[src/rtl/cpu_pkg.sv]
// cpu_pkg: constants and types shared by the CPU front-end blocks.
//   RESET_PC      - PC loaded by reset
//   INSTR_BYTES   - size of one instruction in bytes (PC increment)
//   fetch_state_e - fetch FSM states
package cpu_pkg;

    localparam logic [31:0] RESET_PC    = 32'h8002_0000;
    localparam int          INSTR_BYTES = 4;

    // F_IDLE: nothing outstanding
    // F_WAIT: one request outstanding, its response will be kept
    // F_DROP: one request outstanding, its response will be thrown away
    typedef enum logic [1:0] {
        F_IDLE = 2'd0,
        F_WAIT = 2'd1,
        F_DROP = 2'd2
    } fetch_state_e;

endpackage

[src/rtl/pipe_buffer.sv]
// pipe_buffer: 1-entry valid/ready register holding one PC/instruction pair.
//
// Ports:
//   clock, reset      - clock, synchronous active-high reset
//   flush_i           - drop the held entry (data registers keep their value)
//   in_valid_i        - load in_pc_i/in_instr_i this cycle (caller ensures free_o)
//   out_ready_i       - downstream accepts the held entry
//   out_valid_o       - entry held
//   out_pc_o/out_instr_o - held entry; stable while out_valid_o && !out_ready_i
//   free_o            - entry can be written this cycle (empty or draining)
//
// Handshake: a transfer happens on a rising edge where valid and ready are both
// high; the producer holds valid and data stable until that edge.
module pipe_buffer
    import cpu_pkg::*;
#(
    parameter int WIDTH = 32
) (
    input  logic             clock,
    input  logic             reset,
    input  logic             flush_i,
    input  logic             in_valid_i,
    input  logic [WIDTH-1:0] in_pc_i,
    input  logic [WIDTH-1:0] in_instr_i,
    input  logic             out_ready_i,
    output logic             out_valid_o,
    output logic [WIDTH-1:0] out_pc_o,
    output logic [WIDTH-1:0] out_instr_o,
    output logic             free_o
);

    logic             valid_q, valid_d;
    logic [WIDTH-1:0] pc_q,    pc_d;
    logic [WIDTH-1:0] instr_q, instr_d;

    always_comb begin
        valid_d = valid_q;
        pc_d    = pc_q;
        instr_d = instr_q;
        if (flush_i) begin
            valid_d = 1'b0;
        end else if (in_valid_i) begin
            valid_d = 1'b1;
            pc_d    = in_pc_i;
            instr_d = in_instr_i;
        end else if (out_ready_i) begin
            valid_d = 1'b0;
        end
    end

    always_ff @(posedge clock) begin
        if (reset) begin
            valid_q <= 1'b0;
            pc_q    <= '0;
            instr_q <= '0;
        end else begin
            valid_q <= valid_d;
            pc_q    <= pc_d;
            instr_q <= instr_d;
        end
    end

    assign out_valid_o = valid_q;
    assign out_pc_o    = pc_q;
    assign out_instr_o = instr_q;
    assign free_o      = !valid_q || out_ready_i;

endmodule

[src/rtl/fetch_stage.sv]
// fetch_stage: owns the PC, issues one instruction-memory request at a time
// and hands PC/instruction pairs to decode. Redirects from execute reload the
// PC, flush the output buffer and squash any outstanding request.
//
// Ports:
//   clock, reset                    - clock, synchronous active-high reset
//   redirect_valid, redirect_pc     - taken branch/jump target (low 2 bits ignored)
//   imem_req_valid/ready/addr       - request channel; addr is always the PC
//   imem_resp_valid/data            - in-order response, >=1 cycle after accept
//   out_valid/ready, out_pc/instr   - pair to decode
//   dbg_state                       - current fetch FSM state
//
// Handshake: every valid/ready channel transfers on a rising edge where both
// are high; the sender keeps valid and payload stable until that edge.
module fetch_stage
    import cpu_pkg::*;
#(
    parameter int               WIDTH    = 32,
    parameter logic [WIDTH-1:0] RESET_PC = WIDTH'(cpu_pkg::RESET_PC)
) (
    input  logic             clock,
    input  logic             reset,
    input  logic             redirect_valid,
    input  logic [WIDTH-1:0] redirect_pc,
    output logic             imem_req_valid,
    input  logic             imem_req_ready,
    output logic [WIDTH-1:0] imem_req_addr,
    input  logic             imem_resp_valid,
    input  logic [WIDTH-1:0] imem_resp_data,
    output logic             out_valid,
    input  logic             out_ready,
    output logic [WIDTH-1:0] out_pc,
    output logic [WIDTH-1:0] out_instr,
    output fetch_state_e     dbg_state
);

    localparam logic [WIDTH-1:0] PC_STEP    = WIDTH'(INSTR_BYTES);
    localparam logic [WIDTH-1:0] ALIGN_MASK = ~WIDTH'(INSTR_BYTES - 1);

    fetch_state_e     state_q, state_d;
    logic [WIDTH-1:0] pc_q,     pc_d;
    logic [WIDTH-1:0] req_pc_q, req_pc_d;

    logic buf_free;
    logic req_fire;
    logic fill;

    // Only issue when the buffer can take the response: the response cannot
    // come back before the next edge, and by then any held entry has drained.
    assign imem_req_valid = (state_q == F_IDLE) && buf_free && !redirect_valid && !reset;
    assign imem_req_addr  = pc_q;
    assign req_fire       = imem_req_valid && imem_req_ready;
    assign fill           = (state_q == F_WAIT) && imem_resp_valid && !redirect_valid;

    always_comb begin
        state_d  = state_q;
        pc_d     = pc_q;
        req_pc_d = req_pc_q;
        if (redirect_valid) begin
            // The outstanding request (if any) is wrong-path: drop its
            // response now if it is here, otherwise wait for it in F_DROP.
            pc_d = redirect_pc & ALIGN_MASK;
            case (state_q)
                F_WAIT, F_DROP: state_d = imem_resp_valid ? F_IDLE : F_DROP;
                default:        state_d = F_IDLE;
            endcase
        end else begin
            case (state_q)
                F_IDLE: begin
                    if (req_fire) begin
                        state_d  = F_WAIT;
                        req_pc_d = pc_q;
                        pc_d     = pc_q + PC_STEP;
                    end
                end
                F_WAIT, F_DROP: begin
                    if (imem_resp_valid) state_d = F_IDLE;
                end
                default: state_d = F_IDLE;
            endcase
        end
    end

    always_ff @(posedge clock) begin
        if (reset) begin
            state_q  <= F_IDLE;
            pc_q     <= RESET_PC;
            req_pc_q <= RESET_PC;
        end else begin
            state_q  <= state_d;
            pc_q     <= pc_d;
            req_pc_q <= req_pc_d;
        end
    end

    assign dbg_state = state_q;

    pipe_buffer #(.WIDTH(WIDTH)) u_out_buf (
        .clock       (clock),
        .reset       (reset),
        .flush_i     (redirect_valid),
        .in_valid_i  (fill),
        .in_pc_i     (req_pc_q),
        .in_instr_i  (imem_resp_data),
        .out_ready_i (out_ready),
        .out_valid_o (out_valid),
        .out_pc_o    (out_pc),
        .out_instr_o (out_instr),
        .free_o      (buf_free)
    );

endmodule

[config.mk]
export PLATFORM = sky130hd
export DESIGN_NAME = fetch_stage
export DESIGN_NICKNAME = d
export VERILOG_FILES = /design/src/rtl/cpu_pkg.sv /design/src/rtl/pipe_buffer.sv /design/src/rtl/fetch_stage.sv
export SDC_FILE = /design/constraint.sdc
export NUM_CORES = 1
export LEC_CHECK = 0
export CAP_MARGIN = 20
export CORE_AREA = 2 2 108 110
export CTS_CLUSTER_DIAMETER = 80
export DETAILED_ROUTE_END_ITERATION = 6
export DIE_AREA = 0 0 110 112
export PLACE_DENSITY = 0.79
export SLEW_MARGIN = 20
export SYNTH_ARGS = -nofsm -noshare
export SYNTH_HDL_FRONTEND = slang
export SYNTH_SLANG_ARGS = --single-unit
[constraint.sdc]
create_clock -name clock -period 2.3 [get_ports clock]
set_input_delay 0.345 -clock clock [delete_from_list [all_inputs] [get_ports clock]]
set_output_delay 0.345 -clock clock [all_outputs]
set_load 0.005 [all_outputs]
==> impl_metrics.py <==
metrics = {
    "timing": {
        "grt_setup_unrepaired": "false",
        "tns_ps": 0,
        "slew-limit-headroom_pct": 54.11,
        "fmax_ghz": 0.4601,
        "clock_skew_ps": 13.40,
        "worst_pin_slew_ps": 685.8,
        "period_minus_slack_ps": 2174,
        "period_share_pct": 94.50,
        "hold_violations": 0,
        "setup_viol": 0,
        "maxSlewViolCount": 0,
    },
    "cts": {
        "root_buffer": "clkbuf_16",
        "clockBufferDepth": 2,
        "holdBufCountCts": 0,
        "clk_pin_slew_ps": 60,
        "cts_tree": "done",
        "postCtsSetupRepairBufs": 0,
        "clkSinkCount": 125,
        "cts-htree-levels": 4,
        "numCtsBuffers": 17,
        "clock_latency_ps": 410,
    },
    "critical_path": {
        "r2r-end": "imem_req_addr[30]$_SDFFE_PP0P_",
        "r2r_setup_slack_ps": 180,
        "critPathMaxFanout": 29,
        "cpMostUsedCell": "clkdlybuf4s50_1",
        "crit_family": "buffers and inverters",
        "path_buf_inv": 3,
        "critPathLaunchType": "primary input",
        "cp_data_required_time_ps": 1960,
        "critPathArrivalTime_ps": 1830,
        "crit_type": "in -> out",
        "slowest_delay_ps": 490,
        "worstPathCellList": "clkdlybuf4s50_1 > buf_6 > nor2_1 > and3_1 > clkdlybuf4s50_1",
        "crit-reg2reg-launch": "imem_req_addr[2]$_SDFFE_PP0P_",
        "endpoint_kind": "primary output",
        "slowest_stage": "clkdlybuf4s50_1",
        "r2r_cells": 6,
    },
    "cells_and_area": {
        "utilization_pct": 67.39,
        "fin_nets": 876,
        "drive_gt1_share_pct": 9.559,
        "multi_input_area_um2": 2372,
        "area_delta_synth_final_pct": 48.51,
        "seq_area_um2": 2502,
        "antenna_cells": 0,
        "fin_cells": 959,
        "fill_cells": 905,
        "final_area_um2": 7531,
    },
    "hold_path": {
        "hold_class": "reg -> reg",
        "min_to": "u_out_buf.out_pc_o[28]$_SDFFE_PP0P_",
        "min_from": "req_pc_q[28]$_SDFFE_PP0P_",
        "hold_depth": 2,
    },
    "die": {
        "die_h_um": 112,
        "ios": 170,
        "core_um2": 11170,
        "dieArea_um2": 12320,
        "initial_core_util_pct": 45.38,
        "std_cell_rows": 39,
        "die_w_um": 110,
    },
    "yosys": {
        "post-synth-top-count-cell": "nand2_1",
        "synth_cells": 641,
        "ys_seq_area_share_pct": 49.35,
        "synth_top_area_cell": "dfxtp_1",
        "yosys-top-cells-count": "nand2_1 (206), dfxtp_1 (125), a21oi_1 (85)",
        "synth_top_area_share_pct": 49.35,
        "avgSynthCellArea_um2": 7.911,
        "ys_top_cells_by_area": "dfxtp_1 (49%), nand2_1 (15%), a21oi_1 (8.4%)",
        "synthFlopType": "dfxtp_1",
        "yosysUniqueCellTypes": 57,
        "async_reset_ff_share_pct": 0,
        "ys_warn_count": 0,
        "synth-edff-count": 0,
        "syn-cell-area_um2": 5071,
        "ys_ff_latch": 125,
    },
    "drt": {
        "ant_nets": 0,
        "dr.pass1.iters": 5,
        "vias_per_cell": 5.365,
        "drtIter0Drc": 364,
        "post-route-drc-count": 0,
        "wl_per_cell_um": 15.07,
        "vias": 5145,
        "wirelength_mm": 14.45,
    },
    "grt": {
        "grt_overflow": 0,
        "grt_pass1_vias": 4848,
        "grt_pass1_wl_mm": 23.04,
        "antenna_found_initial": 0,
        "grt_max_degree": 63,
        "track_usage_pct": 23.41,
    },
    "place": {
        "dp_cells": 927,
        "place_congestion": 0.8719,
        "dpl_cell_area_um2": 6919,
        "hpwl_mm": 9.854,
        "port_buffers": 163,
    },
    "power": {
        "powerDensity_nw_per_um2": 719.5,
        "peakVddDrop_mv": 0.5347,
        "leakage_nw": 2.719,
    },
    "outcome": {
        "status": "finished, final reports clean",
    },
    "flow_run": {
        "cap_violations": 0,
    },
}
## cell type report
cell class	instances	area share (%)
well taps	143	2.376
inverters	7	0.3489
flip-flops and latches	125	33.23
clock inverters	14	2.243
multi-input cells	464	31.50
repair buffers	188	24.47
clock buffers	18	5.832
## placed cells by master (no fill, tap or decap), drive strengths merged, types with 3 or more instances in the layout
cell type,n
nand2,206
clkdlybuf4s50,162
dfxtp,125
a21oi,85
nand3,37
buf,26
clkbuf,18
nor2,14
o21ai,12
nand4,11
nor3,8
and3,8
nor4,7
inv,7
a31oi,6
clkinv,6
clkinvlp,5
or4,5
mux2,4
o211ai,4
a211oi,4
xnor2,4
conb,4
o2111a,3
ha,3
bufinv,3
and4,3
and2,3
## how the worst max path moves through the flow
stage                                  start                        endpoint  slack, ps  depth (start not counted)
2_1_floorplan  imem_req_addr[3]$_SDFFE_PP0P_  imem_req_addr[30]$_SDFFE_PP0P_        160                          6
3_3_place_gp                  imem_req_ready  imem_req_addr[26]$_SDFFE_PP0P_        -30                          5
3_5_place_dp                  imem_req_ready  imem_req_addr[26]$_SDFFE_PP0P_        -80                          5
4_1_cts                       redirect_valid                  imem_req_valid         60                          5
5_1_grt                       redirect_valid                  imem_req_valid         30                          5
6_report                      redirect_valid                  imem_req_valid        130                          5
## what timing repair did
action | 4_1_cts | 5_1_grt
endpoints found under the setup margin | 0 | 1
resized for setup | 0 | 1
endpoints found under the hold margin | 0 | 0
## kinds of logic after synthesis
kind of cell	after synthesis	synth area share [%]
other	1	0.07395
buffers and inverters	55	4.441
AOI/OAI and AO/OA	135	15.82
xor gates and xnor gates	6	1.036
muxes	6	1.283
DFF	125	49.35
adders and majority gates	3	0.7403
and+or+nand+nor	310	27.26
## registers in the layout, summed over array words and instances, names as in the netlist
signal,count
u_out_buf.out_pc_o,30
imem_req_addr,30
u_out_buf.out_instr_o,32
u_out_buf.out_valid_o,1
req_pc_q,30
dbg_state,2
## where the power goes
group          total (mW)  leakage [nW]  switching (mW)  internal (mW)
Combinational       0.441          1.42           0.192          0.249
Clock                2.69         0.284           0.961           1.73
Sequential           2.29          1.02          0.0648           2.22
## worst register-to-register path, stage by stage (launching register included)
cell and delay, ps:
dfxtp_1 330, ha_1 210, and3_4 240, nand4_4 120, or4_4 590, or4_1 410, a31oi_1 160
## through the flow
stage	setup slack, ps	hold WS, ps	power, mW
finish	126.5	448.5	5.419
global route	34.15	470.1	5.593
CTS	55.51	448.1	5.458
detailed placement	-79.89	443.7	2.762
global placement	-31.53	442.2	2.751
floorplan	160.5	428.7	2.492
## per-layer routing
metal	vias to the layer above	track usage [%]	share of wire [%]
li1	2526	-	-
met2	244	36.61	46
met1	2349	30.53	44
met3	26	5.504	7.6
met4	0	10.38	2.3
met5	-	0	0
No activity file was read; power rests on OpenSTA's default activity.
